### src/rtl/shifter_pkg.sv
// Shared definitions for the serial shifter stages: state encoding and
// default word geometry.
package shifter_pkg;

  localparam int unsigned DEF_WIDTH  = 32;
  localparam int unsigned DEF_CWIDTH = 5;

  typedef enum logic {
    IDLE  = 1'b0,
    SHIFT = 1'b1
  } state_t;

endpackage

### src/rtl/shift_in_out_reg.sv
// Output holding register for shift_in.
// It accepts a completed word when empty or being drained the same cycle.
// Otherwise it drops the word and latches a sticky overrun flag.
module out_reg
  import shifter_pkg::*;
#(
  parameter int unsigned width = DEF_WIDTH
) (
  input  logic             clk,
  input  logic             rst_n,
  input  logic             i_load,
  input  logic [width-1:0] i_word,
  input  logic             i_ready,
  output logic [width-1:0] o_dout,
  output logic             o_valid,
  output logic             o_overrun
);

  logic [width-1:0] r_dout;
  logic             r_valid;
  logic             r_overrun;

  // Load, drain or drop; overrun is cleared only by reset.
  always_ff @(posedge clk or negedge rst_n) begin
    if (!rst_n) begin
      r_dout    <= '0;
      r_valid   <= 1'b0;
      r_overrun <= 1'b0;
    end else begin
      if (i_load && (!r_valid || i_ready)) begin
        r_dout  <= i_word;
        r_valid <= 1'b1;
      end else if (i_load) begin
        r_overrun <= 1'b1;
      end else if (r_valid && i_ready) begin
        r_valid <= 1'b0;
      end
    end
  end

  assign o_dout    = r_dout;
  assign o_valid   = r_valid;
  assign o_overrun = r_overrun;

endmodule

### src/rtl/shift_in.sv
// Serial-to-parallel converter.
// Captures sin LSB first, one bit per enabled clock after a start request.
// Completed words are handed to a valid/ready output register.
module shift_in
  import shifter_pkg::*;
#(
  parameter int unsigned width  = DEF_WIDTH,
  parameter int unsigned cwidth = DEF_CWIDTH
) (
  input  logic             clk,
  input  logic             rst_n,
  input  logic             start,
  input  logic             enable,
  input  logic             sin,
  input  logic             ready,
  output logic [width-1:0] dout,
  output logic             valid,
  output logic             busy,
  output logic             overrun
);

  localparam logic [cwidth-1:0] LAST_IDX = cwidth'(width - 1);

  state_t            r_state;
  state_t            w_state_nxt;
  logic [cwidth-1:0] r_index;
  logic [cwidth-1:0] w_index_nxt;
  logic [width-1:0]  r_sreg;
  logic [width-1:0]  w_sreg_nxt;
  logic              w_complete;
  logic [width-1:0]  w_word;

  // State, bit index and shift register.
  always_ff @(posedge clk or negedge rst_n) begin
    if (!rst_n) begin
      r_state <= IDLE;
      r_index <= '0;
      r_sreg  <= '0;
    end else begin
      r_state <= w_state_nxt;
      r_index <= w_index_nxt;
      r_sreg  <= w_sreg_nxt;
    end
  end

  // Next-state logic; start has priority over enable, so a restart ignores sin.
  always_comb begin
    w_state_nxt = r_state;
    w_index_nxt = r_index;
    w_sreg_nxt  = r_sreg;
    w_complete  = 1'b0;
    // The last bit goes straight into the word, bypassing the shift register.
    w_word      = {sin, r_sreg[width-2:0]};
    unique case (r_state)
      IDLE: begin
        if (start) begin
          w_state_nxt = SHIFT;
          w_index_nxt = '0;
          w_sreg_nxt  = '0;
        end
      end
      SHIFT: begin
        if (start) begin
          w_index_nxt = '0;
          w_sreg_nxt  = '0;
        end else if (enable) begin
          w_sreg_nxt[r_index] = sin;
          if (r_index == LAST_IDX) begin
            w_complete  = 1'b1;
            w_state_nxt = IDLE;
            w_index_nxt = '0;
          end else begin
            w_index_nxt = r_index + cwidth'(1);
          end
        end
      end
    endcase
  end

  assign busy = (r_state == SHIFT);

  out_reg #(
    .width (width)
  ) u_out_reg (
    .clk       (clk),
    .rst_n     (rst_n),
    .i_load    (w_complete),
    .i_word    (w_word),
    .i_ready   (ready),
    .o_dout    (dout),
    .o_valid   (valid),
    .o_overrun (overrun)
  );

endmodule

### config.mk
export PLATFORM = sky130hd
export DESIGN_NAME = shift_in
export DESIGN_NICKNAME = d
export VERILOG_FILES = /design/src/rtl/shifter_pkg.sv /design/src/rtl/shift_in_out_reg.sv /design/src/rtl/shift_in.sv
export SDC_FILE = /design/constraint.sdc
export NUM_CORES = 1
export LEC_CHECK = 0
export CORE_MARGIN = 10
export CORE_UTILIZATION = 41
export DETAILED_ROUTE_END_ITERATION = 7
export GPL_ROUTABILITY_DRIVEN = 1
export PLACE_DENSITY = 0.73
export SLEW_MARGIN = 5
export SYNTH_ARGS = -nofsm -noshare
export SYNTH_HDL_FRONTEND = slang
export SYNTH_SLANG_ARGS = --single-unit
### constraint.sdc
create_clock -name clk -period 2.3 [get_ports clk]
set_input_delay 0.46 -clock clk [delete_from_list [all_inputs] [get_ports clk]]
set_output_delay 0.46 -clock clk [all_outputs]
set_load 0.05 [all_outputs]
# Word-level counts from Yosys, hierarchy flattened
# Index checks and enable logic that the tools add are counted.
# word_totals
regBits	72
output_inout_bits	35
input_bits	6
# op_classes
eq_ne	4
n_reduce_logical	9
n_bitwise	2
order_cmp	2
mux	24
n_addsub	1
# ops
operator	n
2-to-1 mux 32 bit	3
case mux 32 bit (2 select lines)	1
bitwise mux 32 bit	1
2-to-1 mux 5 bit	4
2-to-1 mux 1 bit	12
case mux 5 bit (2 select lines)	1
less-than comparator 5 x 6 -> 1 bit (second input constant)	1
AND reduction 2 bit	3
adder 5 x 1 -> 5 bit (second input constant)	1
demux 1 bit (select 5 bit)	1
equality test 5 bit (second input constant)	1
greater-or-equal comparator 5 x 1 -> 1 bit (second input constant)	1
!= test 2 bit (second input constant)	2
logical AND 1 bit	3
!= test 3 bit (second input constant)	1
NOT 1 bit	2
case mux 1 bit (2 select lines)	1
nonzero test 2 bit	1
logical NOT 1 bit	1
logical OR 1 bit	1

# Longest topological paths before layout
# Gate-level depths: netlist (run 1).
# logic_depth
ltp_word	8
ltp_mapped	8

# By module
# From an unflattened synthesis (run 1), not the netlist that was laid out.
# hier_totals
hier_cells	262
area_unflattened_um2	3345.7
# modules_own_cells
module	area_each_um2	cells_per_inst	seq_area_each_um2	n_inst
shift_in	1921.8	188	925.9	1
out_reg	1423.9	74	850.8	1

# Worst setup path after synthesis (run 1)
# Ideal clock, no wire load.
# synth_path
kind	register to register
startpoint	reg r_index[0]
endpoint	reg u_out_reg.r_dout[0], in the netlist u_out_reg.o_dout[0]
setup_time_ps	125
n_path_buf	2
required_time_ps	2175
slack_ps	340
stages_incl_launch_ff	9
arrival_ps	1835
path_cell_list	dfrtp_1 -> ha_1 -> and3_1 -> ha_1 -> nand4b_1 -> nor2b_1 -> buf_6 -> buf_12 -> mux2_4
# synth_between
elab_chain_cells	6
# synth_rtl
element	line_no	rtl
from (decl)	shift_in.sv:26	logic [cwidth-1:0] r_index;
from (signal assigned)	shift_in.sv:41	r_index <= w_index_nxt;
equality test 5 bit	shift_in.sv:68	if (r_index == LAST_IDX) begin
2-to-1 mux 1 bit	shift_in.sv:68	
2-to-1 mux 1 bit	shift_in.sv:66	end else if (enable) begin
2-to-1 mux 1 bit	shift_in.sv:63	if (start) begin
2-to-1 mux 1 bit	shift_in.sv:54	unique case (r_state)
logical AND 1 bit	shift_in_out_reg.sv:30	if (i_load && (!r_valid || i_ready)) begin
to (signal assigned)	shift_in_out_reg.sv:31	r_dout <= i_word;
to (decl)	shift_in_out_reg.sv:19	logic [width-1:0] r_dout;
# No other way between the ends.
# A chain may end at the register's enable or synchronous reset.

# Worst setup path after layout (run 1)
# layout_path
startpoint	reg r_index[0]
endpoint	reg u_out_reg.r_dout[23], in the netlist u_out_reg.o_dout[23]
# The elaborated chain is that of the path after synthesis.

==> impl_metrics.json, run 1 <==
{
  "detail_route.iter0.violations": 74,
  "switchingPower_w": 0.000520,
  "area_leader_netlist": "sky130_fd_sc_hd__dfrtp_1",
  "detailedPlacementHpwl_um": 4250,
  "fin_cells": 416,
  "initial_core_util_pct": 41.6,
  "clk_latency_ns": 0.35,
  "nFillCells": 713,
  "clock_skew_ns": 0.00819,
  "netlist_area_um2": 3390,
  "tightestPinTransition_ns": 0.517,
  "cell_internal_power_dissipation_w": 0.00190,
  "ys_ff_latch": 71,
  "detailedRoute.firstPassIterationCount": 4,
  "grt_pass1_vias": 2148,
  "switching_share_pct": 21.5,
  "ctsHtreeMaxLevel": 3,
  "min_path_type": "in2async",
  "floorplan.die.height_um": 111,
  "outcome": "complete, no violations",
  "cts_root_buf": "sky130_fd_sc_hd__clkbuf_8",
  "clock_sink_count": 71,
  "synth-seq-area-share_pct": 52.5,
  "max_freq_mhz": 456,
  "final_net_count": 318,
  "avg_inst_size_synth_um2": 12.8,
  "antenna_diode_count": 0,
  "routed_wl_um": 6530,
  "synthCells": 264,
  "yosys_warnings": 0,
  "drive_above_1_share_pct": 20.3,
  "cts_tree": "done",
  "slew_violations": 0,
  "synth_largest_type_area_fraction_pct": 52.5,
  "clk_pin_slew_worst_paths_ns": 0.07,
  "synth_area_leaders": "sky130_fd_sc_hd__dfrtp_1, sky130_fd_sc_hd__mux2_4, sky130_fd_sc_hd__mux2i_1",
  "count_of_flip_flops_with_a_built_in_enable_after_synthesis": 0,
  "numPortBuffers": 40,
  "synth_cell_types": 32,
  "grt_antenna_before_repair": 0,
  "dr_total_vias": 2050,
  "irDropWorstVdd_mv": 0.262,
  "post_cts.repair.setup_buffers": 0,
  "syn_to_final_growth_pct": 21.2,
  "routabilityCongestion": 0.738,
  "synth_top_cells_by_count": "sky130_fd_sc_hd__dfrtp_1, sky130_fd_sc_hd__nand2b_1, sky130_fd_sc_hd__mux2i_1, sky130_fd_sc_hd__mux2_4, sky130_fd_sc_hd__nand2_1",
  "core_area_um2": 8130,
  "clock_power_share_pct": 43.7,
  "numCtsBuffers": 9,
  "place_area_um2": 3890,
  "pd_cells_nw_per_um2": 590,
  "share_of_synthesized_registers_carrying_an_async_set_or_reset_pct": 100,
  "grt_first_pass_wirelength_um": 10900,
  "crit_top_cell": "sky130_fd_sc_hd__ha_1",
  "cap_viol_max_count": 0,
  "setup_tns_ns": 0,
  "timing.setup.critical_path_class": "reg2reg",
  "postSynthNetCount": 276,
  "ant_nets": 0,
  "overflow": 0,
  "combPwrFrac_pct": 4.3,
  "detail_routed_via_count_per_cell": 4.93,
  "placed_cells_incl_taps": 400,
  "route.detailed.wl_per_inst_um": 15.7,
  "chipWidth_um": 111,
  "floorplan.io_pins": 41,
  "setup.worst_path.end_class": "flop",
  "crit_required_ns": 2.54,
  "ys.flop_type": "sky130_fd_sc_hd__dfrtp_1",
  "dieArea_um2": 12300,
  "rsz_0062_raised_after_global_routing": "no",
  "post_cts_hold_buffer_count": 0,
  "timing.critical_path.arrival_ns": 2.43,
  "drc": 0,
  "critical_path_cell_with_the_highest_stage_delay": "sky130_fd_sc_hd__dfrtp_2",
  "cp_launch_type": "flop",
  "critical_path_peak_fanout": 19,
  "final_hold_violations": 0,
  "critical_path.cell_chain": "ha_1, and3_1, ha_1, nand4b_1, nor2b_4, buf_12, mux2_2",
  "lkg_pwr_nw": 2.02,
  "report.final.setup_viol": 0,
  "final_area_um2": 4100,
  "biggest_cell_delay_along_the_critical_path_ns": 0.42,
  "post-synth-top-count-cell": "sky130_fd_sc_hd__dfrtp_1",
  "finalCriticalPeriod_ns": 2.19,
  "grt_start_max_net_pins": 72,
  "groute.usage.overall_pct": 10.7,
  "slew-limit-headroom_pct": 65.4,
  "seq_power_share_pct": 52.0,
  "placement_rows": 33,
  "ctsLongestPathBuffers": 2,
  "min_period_over_period_pct": 95.2
}
-- per-layer routing --
layer / part of all wire, % / track usage [%] / wire length, um
met5: 0 / 0 / 0
met4: 2.0 / 3.65 / 129
met3: 6.5 / 4.71 / 422
met2: 47 / 16.6 / 3040
met1: 45 / 12.8 / 2940
-- state kept, by name, summed over array words and instances (netlist names) --
name                 flops
u_out_reg.o_dout        32
r_sreg                  31
r_index                  5
busy                     1
u_out_reg.o_overrun      1
u_out_reg.o_valid        1
-- cell usage in the layout, fill, tap and decap left out, types with 4 or more instances in the layout --
master / count
sky130_fd_sc_hd__a21oi_1: 5
sky130_fd_sc_hd__and3_1: 6
sky130_fd_sc_hd__buf_12: 4
sky130_fd_sc_hd__buf_4: 6
sky130_fd_sc_hd__clkbuf_8: 9
sky130_fd_sc_hd__clkdlybuf4s50_1: 39
sky130_fd_sc_hd__dfrtp_1: 69
sky130_fd_sc_hd__ha_1: 6
sky130_fd_sc_hd__mux2_4: 30
sky130_fd_sc_hd__mux2i_1: 31
sky130_fd_sc_hd__nand2_1: 30
sky130_fd_sc_hd__nand2b_1: 33
sky130_fd_sc_hd__nand3_1: 6
-- cells by family (layout without fill, tap and decap cells) --
family,after synthesis,in the layout,share of synthesized area (%)
buf+inv,21,68,4.66
fa+ha+maj,6,6,2.22
mux,63,63,23.1
simple gates,93,93,15.9
compound gates,10,10,1.66
flops,71,71,52.5
-- critical path: cells and delay by family, from the launching register on --
kind,cells,cell delay (ns)
multiplexers,1,0.35
adder cells (fa/ha/maj),2,0.43
AND/OR/NAND/NOR,3,0.67
flip-flops,1,0.42
buffers and inverters,1,0.21
-- through the flow --
stage	setup slack [ns]	hold slack [ns]	power, W	util (%)
global placement	0.211	0.484	0.00138	47.9
finish	0.109	0.113	0.00242	50.4
floorplan	0.340	0.164	0.00133	-
CTS	0.0757	0.135	0.00244	50.4
detailed placement	0.0921	0.475	0.00139	47.9
global route	0.0233	0.144	0.00252	50.4
-- power by group through the flow --
stage               sequential [W]  combinational, W  clock, W
global route               0.00126          0.000115   0.00114
detailed placement         0.00128          0.000106         0
global placement           0.00128          0.000103         0
finish                     0.00126          0.000103   0.00106
CTS                        0.00126          0.000105   0.00108
floorplan                  0.00128         0.0000524         0
-- worst paths after layout --
kind,to,cells after the start,slack (ns),start
hold reg to reg,u_out_reg.o_dout[21],1,0.50,r_sreg[21]
min in group clk,u_out_reg.o_dout[21],1,0.50,r_sreg[21]
hold / removal,r_sreg[0],2,0.11,rst_n
max in group asynchronous,r_sreg[21],2,1.86,rst_n
setup / recovery,u_out_reg.o_dout[23],7,0.11,r_index[0]
setup reg to reg,u_out_reg.o_dout[23],7,0.11,r_index[0]
-- final cells by class --
class / count / area (um2) / area share [%]
flip-flops and latches: 71 / 1780 / 43.4
multi-input cells: 172 / 1460 / 35.6
repair buffers: 50 / 520 / 12.7
clock buffers: 12 / 135 / 3.29
well taps: 105 / 131 / 3.20
clock inverters: 4 / 70.1 / 1.71
inverters: 2 / 7.51 / 0.183
-- timing repair --
| action | CTS | global route |
|---|---|---|
| hold endpoints to repair | 0 | 0 |
| gates resized for setup | 0 | 2 |
| endpoints found under the setup margin | 0 | 10 |
Power figures use the tool's default switching activity.
==> run 2: changes to the inputs <==
--- a/config.mk
+++ b/config.mk
@@ -10,7 +10,8 @@
 export DETAILED_ROUTE_END_ITERATION = 7
 export GPL_ROUTABILITY_DRIVEN = 1
 export PLACE_DENSITY = 0.73
-export SLEW_MARGIN = 5
+export SLEW_MARGIN = 0
 export SYNTH_ARGS = -nofsm -noshare
 export SYNTH_HDL_FRONTEND = slang
+export SYNTH_HIERARCHICAL = 1
 export SYNTH_SLANG_ARGS = --single-unit
==> run 2 against run 1 <==
Effect of this change: sequential share of layout area is 0.54 points higher; first-iteration DRC count is 78% higher; maximum frequency is 0.20% lower; flip-flop and latch count stayed put; global-route usage is 1.3 points higher; critical path depth is 6 lower; via count is 0.20% higher; synthesized cell count is 0.76% lower; critical endpoint is now busy; largest power group unchanged.
==> impl_metrics.json, run 2 <==
{
  "synth-compound-area-share_pct": 1.68,
  "critical_path_peak_fanout": 11,
  "dieArea_um2": 12200,
  "numPortBuffers": 40,
  "layout.cells.most_common": "sky130_fd_sc_hd__dfrtp_1",
  "final_area_um2": 4050,
  "critical_path_cell_count": 1,
  "antenna_diode_count": 0,
  "critPathTopFamily": "buffers and inverters",
  "combPwrFrac_pct": 5.2,
  "irDropWorstVdd_mv": 0.209,
  "synth_top_cells_by_count": "sky130_fd_sc_hd__dfrtp_1, sky130_fd_sc_hd__nand2_1, sky130_fd_sc_hd__nand2b_1, sky130_fd_sc_hd__mux2i_1, sky130_fd_sc_hd__mux2_4",
  "synth_largest_type_area_fraction_pct": 53.1,
  "cell_internal_power_dissipation_w": 0.00168,
  "dr_total_vias": 2054,
  "largest_register_ff_count": 32,
  "tightestPinTransition_ns": 0.529,
  "syn_to_final_growth_pct": 20.9,
  "min_path_type": "in2async",
  "clk_latency_ns": 0.34,
  "globalRouteMet3Util_pct": 4.06,
  "post_synth_xor_area_fraction_pct": 0,
  "synthCells": 262,
  "overflow": 0,
  "reg2regPathDepth": 9,
  "timing.critical_path.arrival_ns": 1.73,
  "critical_path.cell_chain": "clkdlybuf4s50_1",
  "cp_launch_type": "flop",
  "routed_wl_um": 6910,
  "min_period_over_period_pct": 95.4,
  "cap_viol_max_count": 0,
  "ctsHtreeMaxLevel": 3,
  "slew_violations": 0,
  "ys.flop_type": "sky130_fd_sc_hd__dfrtp_1",
  "detailedRoute.firstPassIterationCount": 4,
  "grt_antenna_before_repair": 0,
  "share_of_synthesized_registers_carrying_an_async_set_or_reset_pct": 100,
  "clock_sink_count": 71,
  "post_cts_hold_buffer_count": 0,
  "synth_cell_types": 30,
  "multi_input_comb_area_um2": 1440,
  "groute.layer.met1.usage_pct": 14.7,
  "initial_core_util_pct": 42.6,
  "grt_pass1_vias": 2144,
  "count_of_flip_flops_with_a_built_in_enable_after_synthesis": 0,
  "ctsLongestPathBuffers": 2,
  "grt.met2_usage_pct": 19.4,
  "netlist_area_um2": 3350,
  "grt_start_max_net_pins": 72,
  "biggest_cell_delay_along_the_critical_path_ns": 0.88,
  "avg_inst_size_synth_um2": 12.8,
  "synth_area_leaders": "sky130_fd_sc_hd__dfrtp_1, sky130_fd_sc_hd__mux2_4, sky130_fd_sc_hd__mux2i_1",
  "critical_path.n_buffers_inverters": 1,
  "grt_first_pass_wirelength_um": 11200,
  "post_cts.repair.setup_buffers": 0,
  "detail_route.iter0.violations": 132,
  "outcome": "complete, no violations",
  "drc": 0,
  "seq_power_share_pct": 57.1,
  "timing.setup.critical_path_class": "reg2out",
  "muxShareOfSynthArea_pct": 23.4,
  "ys_ff_latch": 71,
  "crit_required_ns": 1.84,
  "cts_root_buf": "sky130_fd_sc_hd__clkbuf_8",
  "area_leader_netlist": "sky130_fd_sc_hd__dfrtp_1",
  "post_synth_and_or_nand_nor_area_fraction_pct": 15.6,
  "postSynthNetCount": 274,
  "nFillCells": 706,
  "place_area_um2": 3890,
  "switching_share_pct": 23.5,
  "clock_skew_ns": 0.0101,
  "final-seq-area_um2": 1780,
  "finalCriticalPeriod_ns": 2.19,
  "report.final.setup_viol": 0,
  "post_cts_resized": 0,
  "pd_cells_nw_per_um2": 544,
  "layout.cells.most_common_list": "sky130_fd_sc_hd__dfrtp_1, sky130_fd_sc_hd__clkdlybuf4s50_1, sky130_fd_sc_hd__nand2_1, sky130_fd_sc_hd__nand2b_1, sky130_fd_sc_hd__mux2i_1",
  "critical_path_cell_with_the_highest_stage_delay": "sky130_fd_sc_hd__clkdlybuf4s50_1",
  "slew-limit-headroom_pct": 64.6,
  "drive_above_1_share_pct": 21.7,
  "clk_pin_slew_worst_paths_ns": 0.07,
  "yosys_warnings": 6,
  "synth_fa_ha_area_share_pct": 2.24,
  "lkg_pwr_nw": 2.10,
  "ant_nets": 0,
  "route.detailed.wl_per_inst_um": 16.6,
  "final_net_count": 321,
  "cts_tree": "done",
  "synth_top_family_by_area": "multiplexers",
  "max_freq_mhz": 456,
  "post-synth-top-count-cell": "sky130_fd_sc_hd__dfrtp_1",
  "groute.usage.overall_pct": 11.9,
  "floorplan.io_pins": 41,
  "placement_rows": 32,
  "floorplan.die.height_um": 110,
  "core_area_um2": 7850,
  "clock_power_share_pct": 37.7,
  "synth-seq-area-share_pct": 53.1,
  "setup.worst_path.end_class": "output port",
  "detailedPlacementHpwl_um": 4630,
  "rsz_0062_raised_after_global_routing": "no",
  "top_usage_layer": "met2",
  "final_hold_violations": 0,
  "switchingPower_w": 0.000517,
  "setup_tns_ns": 0,
  "r2r_setup_slack_ns": 0.17,
  "chipWidth_um": 110,
  "numCtsBuffers": 9,
  "detail_routed_via_count_per_cell": 4.94,
  "routabilityCongestion": 0.777
}
run 2: cell count changes after synthesis, sizes merged, moves of 2 or more:
| cell | previous run | this run |
|---|---|---|
| buf | 15 | 8 |
| clkbuf | 4 | 10 |
| nand2 | 31 | 34 |
| nand3 | 6 | 3 |
| nand3b | 2 | 0 |
| nand4 | 0 | 3 |
| nor3b | 2 | 4 |
run 2: layout make-up:
cell class | instances | share of cell area, %
clock inverter | 4 | 0.557
multi-input combinational | 170 | 35.5
tap | 102 | 3.15
timing repair buffer | 54 | 13.3
sequential | 71 | 43.9
clock buffer | 12 | 3.34
inverter | 3 | 0.278
run 2: metal layers:
| layer | vias to the layer above | routed length, um |
|---|---|---|
| li1 | 976 | - |
| met1 | 1028 | 3070 |
| met2 | 44 | 3360 |
| met3 | 6 | 410 |
| met4 | 0 | 69 |
| met5 | - | 0 |
run 2: cells by family after synthesis:
logic type	after synthesis
buffers and inverters	21
DFF	71
and+or+nand+nor	91
muxes	63
adders and majority gates	6
AOI/OAI and AO/OA	10
run 2: path summary, 6_finish.rpt:
kind | start | to
max | busy | busy
min in group clk | u_out_reg/o_overrun | u_out_reg/o_overrun
max reg2reg | r_index[0] | u_out_reg/o_dout[0]
min | rst_n | u_out_reg/o_dout[25]
min reg2reg | u_out_reg/o_overrun | u_out_reg/o_overrun
max in group asynchronous | rst_n | r_sreg[28]
run 2: stage by stage:
stage	utilization [%]	cells	total power, W	setup slack [ns]	hold WS (ns)
after global routing	51.6	416	0.00231	0.0225	0.164
after floorplan	-	262	0.00133	0.231	0.164
after detailed placement	49.6	400	0.00140	0.156	0.476
final	51.6	416	0.00220	0.105	0.140
after global placement	49.6	400	0.00139	0.179	0.476
after CTS	51.6	416	0.00223	0.0799	0.162
run 2: power groups by stage:
stage          combinational, W  clock, W  sequential [W]
2_1_floorplan         0.0000494         0         0.00128
3_3_place_gp           0.000115         0         0.00128
3_5_place_dp           0.000118         0         0.00128
4_1_cts                0.000117  0.000853         0.00126
5_1_grt                0.000127  0.000923         0.00126
6_report               0.000115  0.000829         0.00126
